## config.mk

```make
export PLATFORM = sky130hd
export DESIGN_NAME = hazard_stall_controller
export DESIGN_NICKNAME = d
export VERILOG_FILES = /design/src/rtl/hazard_stall_controller.sv
export SDC_FILE = /design/constraint.sdc
export NUM_CORES = 1
export LEC_CHECK = 0
export CAP_MARGIN = 25
export CELL_PAD_IN_SITES_DETAIL_PLACEMENT = 1
export CELL_PAD_IN_SITES_GLOBAL_PLACEMENT = 2
export CORE_MARGIN = 5
export CORE_UTILIZATION = 30
export DETAILED_ROUTE_END_ITERATION = 8
export DONT_BUFFER_PORTS = 1
export PLACE_DENSITY_LB_ADDON = 0.1
export SLEW_MARGIN = 20
export SYNTH_ARGS = -nofsm -noshare
export SYNTH_HDL_FRONTEND = slang
export SYNTH_SLANG_ARGS = --single-unit
```

## constraint.sdc

```tcl
create_clock -name clk -period 1.86 [get_ports clk]
set_clock_uncertainty 0.2 [all_clocks]
set_input_delay 0.093 -clock clk [delete_from_list [all_inputs] [get_ports clk]]
set_output_delay 0.093 -clock clk [all_outputs]
set_load 0.01 [all_outputs]
```

## src/rtl/hazard_stall_controller.sv

```systemverilog
// hazard_stall_controller: pipeline freeze / flush / stall sequencing for the 5-stage MIPS core.
// Inputs: clk, rst (async, active-low), forward_en, ID_src1/ID_src2/ID_two_src (ID operands),
//   EXE_dest/EXE_WB_en/EXE_MEM_read, MEM_dest/MEM_WB_en, branch_taken, mem_req/mem_ready.
// Outputs: freeze_all (hold everything), freeze_front (hold PC, IF/ID), bubble (NOP into ID/EXE),
//   flush (clear IF/ID, ID/EXE), ctrl_state (0=RUN 1=MEM_WAIT 2=FLUSH).
// Optional macro HAZARD_STATS_EN adds saturating counters stall_cnt, flush_cnt_total, memwait_cnt.
module hazard_stall_controller #(
  parameter int FLUSH_CYCLES = 1,
  parameter int STALL_CNT_W = 16
) (
  input  logic       clk,
  input  logic       rst,
  input  logic       forward_en,
  input  logic [4:0] ID_src1,
  input  logic [4:0] ID_src2,
  input  logic       ID_two_src,
  input  logic [4:0] EXE_dest,
  input  logic       EXE_WB_en,
  input  logic       EXE_MEM_read,
  input  logic [4:0] MEM_dest,
  input  logic       MEM_WB_en,
  input  logic       branch_taken,
  input  logic       mem_req,
  input  logic       mem_ready,
  output logic       freeze_all,
  output logic       freeze_front,
  output logic       bubble,
  output logic       flush,
  output logic [1:0] ctrl_state
`ifdef HAZARD_STATS_EN
  ,
  output logic [STALL_CNT_W-1:0] stall_cnt,
  output logic [STALL_CNT_W-1:0] flush_cnt_total,
  output logic [STALL_CNT_W-1:0] memwait_cnt
`endif
);
  typedef enum logic [1:0] {RUN = 2'd0, MEM_WAIT = 2'd1, FLUSH = 2'd2} state_t;
  localparam logic [2:0] RELOAD = 3'(FLUSH_CYCLES - 1);
  state_t state;
  logic [2:0] flush_cnt;
  logic exe_hit, mem_hit, hazard;
  function automatic logic hit(input logic [4:0] d, input logic [4:0] s1, input logic [4:0] s2, input logic two);
    return d != 5'd0 && (d == s1 || (two && d == s2));
  endfunction
  // FLUSH forces flush whenever not frozen, which is what suppresses the hazard there.
  always_comb begin
    exe_hit = hit(EXE_dest, ID_src1, ID_src2, ID_two_src);
    mem_hit = hit(MEM_dest, ID_src1, ID_src2, ID_two_src);
    hazard = forward_en ? EXE_MEM_read && exe_hit : (EXE_WB_en && exe_hit) || (MEM_WB_en && mem_hit);
    freeze_all = mem_req && !mem_ready;
    flush = !freeze_all && (branch_taken || state == FLUSH);
    freeze_front = !freeze_all && !flush && hazard;
    bubble = freeze_front;
    ctrl_state = state;
  end
  // A memory wait inside FLUSH just holds the count rather than leaving for MEM_WAIT.
  always_ff @(posedge clk or negedge rst) begin
    if (!rst) begin
      state <= RUN;
      flush_cnt <= '0;
    end else if (freeze_all) begin
      state <= state == FLUSH ? FLUSH : MEM_WAIT;
    end else if (branch_taken) begin
      state <= FLUSH_CYCLES > 1 ? FLUSH : RUN;
      flush_cnt <= RELOAD;
    end else if (state == FLUSH) begin
      flush_cnt <= flush_cnt - 3'd1;
      state <= flush_cnt == 3'd1 ? RUN : FLUSH;
    end else begin
      state <= RUN;
    end
  end
`ifdef HAZARD_STATS_EN
  localparam logic [STALL_CNT_W-1:0] SAT = '1;
  always_ff @(posedge clk or negedge rst) begin
    if (!rst) begin
      stall_cnt <= '0;
      flush_cnt_total <= '0;
      memwait_cnt <= '0;
    end else begin
      if (freeze_front && stall_cnt != SAT) stall_cnt <= stall_cnt + STALL_CNT_W'(1);
      if (flush && flush_cnt_total != SAT) flush_cnt_total <= flush_cnt_total + STALL_CNT_W'(1);
      if (freeze_all && memwait_cnt != SAT) memwait_cnt <= memwait_cnt + STALL_CNT_W'(1);
    end
  end
`else
  logic [STALL_CNT_W-1:0] unused_stats;
  assign unused_stats = '0;
`endif
endmodule

```

==> summary.txt <==
Critical path
  – Crit path capture: bubble
  – CP required: around 1.6 ns
  – Setup crit end kind: output port
  – Slowest stage delay, CP: 0.40 ns
  – Crit path from: ctrl_state[0]
  – Startpoint types: flip-flop
  – Worst R2R Path Depth: 5
  – Top delay family on crit path: simple AND/OR/NAND/NOR gates
  – Cell Chain, Critical Path: and2b_2, nor3_4, o211ai_2, o22ai_1, buf_4
  – WP data arrival: around 1.5 ns
  – CP max stage cell: dfrtp_1
  – Reg2reg start: ctrl_state[0]
  – Crit path max fanout: 3
  – R2r setup slk: between 0.2 and 0.25 ns
  – CP Depth: 5
  – Crit Path Class: reg2out
  – Crit path buf inv count: 1
  – Reg2reg end: flush_cnt[0]

Placement
  – Number of I/O port buffers: 0
  – Dpl hpwl: about 1.3 mm
  – Placed cell areas: just under 600 µm²
  – GP Congestion: 0.767
  – Pre-CTS setup slack: about 0.19 ns
  – Placed Cells: 89

Global route
  – Largest net degree at the start of global routing: 6
  – First-pass GRT wire length: 2.47 mm
  – Global route total overflow: 0
  – Global-route usage over all layers: roughly 13%
  – Vias in the first global route: roughly 550
  – Antenna violations before repair: 0

Timing
  – Final setup viols: 0
  – Min Tclk post-route: roughly 1.8 ns
  – Tightest Pin Transition: approximately 0.29 ns
  – Hold Fails Final Rpt: 0
  – Final worst-path cycle share: a little over nine tenths
  – Achievable frequency: 561 MHz
  – Max-slew violations: 0
  – RSZ-0062 raised after global routing: yes
  – Worst slew margin: 80.8%
  – Post-route worst setup slack: 0.0775 ns

Cells and area
  – # nets final: 107
  – Most common cell after layout, fill and taps aside: xor2_1
  – Seq. cell area: 126 µm²
  – Area of the multi-input gates: just over 400 µm²
  – Finished Layout Cells: 99
  – Design Area, Final: just under 700 µm²
  – Antenna Diode Count: 0
  – Post-layout util: 39.3%
  – Fillers: 221
  – Layout cell share with drive strength beyond 1: 17.6%
  – Most frequent cells in the layout: xor2_1, dlygate4sd3_1
  – Area growth syn-to-layout: 23.4%

Clock network
  – Clock Latency Late Sink: around 0.24 ns
  – Sink Count: 5
  – Htree depth: 1
  – CTS root buf: clkbuf_4
  – Total CTS buffers: 3
  – Clk slew on worst S/H paths: 0.04 ns
  – CTS max path bufs: 2
  – CTS tree: done

Detailed routing
  – Drt via density: between 5 and 6
  – Via count: about 500
  – Routed len/inst: roughly 16 µm
  – Post-DRT Antenna Nets: 0
  – Drt first pass iters: 1
  – Drc violations: 0
  – DRT iter0 DRCs: 0
  – Final wirelength: 1.57 mm

Floorplan
  – DIE AREA: around 2800 µm²
  – Initial Utilization: between 30% and 40%
  – Top-level I/O count: 36
  – Chip height: 52.8 µm
  – # rows: 15
  – CORE AREA: between 1500 and 2000 µm²
  – Die X: 52.8 µm

Logic synthesis
  – Synth warnings: 0
  – Post-Syn Area: around 550 µm²
  – Post-synth cell types: 25
  – Top cell type by total area after synthesis: xor2_1
  – Area contributors post-synth: xor2_1, dfrtp_1, ha_1, nor3_1, a32oi_1
  – Post-Syn Area per Cell: between 8 and 9 µm²
  – Seq cells post-synth: 5
  – Post-synthesis cell count: 64
  – Register area share after synthesis: between 20% and 30%
  – Top cell type's share of synthesized area: roughly 29%
  – Synthesized net count: 96

Power
  – Final Power: around 0.00034 W
  – Cell Pwr Density: between 500 and 600 nW/µm²
  – IR drop worst, VDD: ~0.00033 V
  – Leakage power: around 0.28 nW

Hold path
  – Type of the most critical hold path: in2reg

Job
  – Max_cap viols: 0

Outcome
  – Outcome: complete, no violations
where the power goes:
| group | total [W] | switching, W | internal [W] |
|---|---|---|---|
| sequential | 0.000124 | 0.00000552 | 0.000118 |
| clock | 0.000123 | 0.0000421 | 0.0000809 |
| combinational | 0.0000959 | 0.0000449 | 0.0000510 |
worst min-delay path: cells and delay by family:
| family | cells | cell delay (ns) |
|---|---|---|
| AO/OA/AOI/OAI | 2 | 0.18 |
| AND/OR/NAND/NOR | 2 | 0.20 |
state kept, by name, indices dropped and copies added, names as in the netlist:
| signal | flops |
|---|---|
| ctrl_state | 2 |
| flush_cnt | 3 |
per-stage QoR:
| step | setup TNS (ns) | hold WS (ns) |
|---|---|---|
| finish | 0 | 0.0827 |
| global route | -0.0915 | 0.0843 |
| detailed placement | 0 | -0.402 |
| CTS | 0 | 0.0784 |
| global placement | 0 | -0.402 |
| floorplan | 0 | -0.403 |
worst min path at each step:
stage / from / to / slack (ns) / cells past startpoint
floorplan: rst / ctrl_state[0] / -0.40 / 0
global placement: rst / flush_cnt[0] / -0.40 / 0
detailed placement: rst / flush_cnt[0] / -0.40 / 0
CTS: mem_ready / ctrl_state[1] / 0.08 / 3
global route: mem_ready / ctrl_state[1] / 0.08 / 3
finish: mem_ready / flush_cnt[1] / 0.08 / 4
layer usage:
layer | up-vias | wire, µm | global-route usage (%)
met5 | - | 0 | 0
met4 | 0 | 38 | 10.2
met3 | 4 | 163 | 3.42
met2 | 18 | 881 | 22.9
met1 | 232 | 486 | 11.4
li1 | 243 | - | -
area by class of cell:
cell class | count | share of cell area (%)
Timing Repair Buffer | 7 | 9.58
Inverter | 5 | 2.76
Sequential cell | 5 | 18.6
Multi-Input combinational cell | 53 | 60.6
Clock buffer | 4 | 3.87
Tap cell | 25 | 4.60
synth_stat cells:
library cell  instances
o21a_1                1
xnor2_1               2
or4_4                 1
nand3b_1              1
a32oi_1               2
nand4b_1              1
dfrtp_1               5
nor3_1                5
nand2b_2              1
o22ai_1               2
o211ai_2              1
nor2_1                4
buf_4                 1
inv_2                 1
nor4_1                2
inv_1                 4
and2b_1               1
nand2_1               2
a21oi_1               2
or3_1                 1
ha_1                  2
o31ai_1               1
o21ai_1               2
xor2_1               18
mux2_2                1
cell families (layout without fill, tap and decap cells):
| group | after synthesis | after routing | share of synthesized area (%) |
|---|---|---|---|
| buffers and inverters | 6 | 16 | 4.77 |
| adders and majority gates | 2 | 2 | 4.54 |
| muxes | 1 | 1 | 2.05 |
| xor gates and xnor gates | 20 | 20 | 31.8 |
| DFF | 5 | 5 | 22.7 |
| and+or+nand+nor | 19 | 19 | 20.0 |
| AOI/OAI and AO/OA | 11 | 11 | 14.1 |
timing repair:
action	in CTS	in global routing
endpoints found under the hold margin	10	0
endpoints found under the setup margin	2	2
setup buffers	0	1
resized for setup	1	3
hold buffers	5	0
pin swaps	0	0
cloned	0	0
Power figures use the tool's default switching activity.
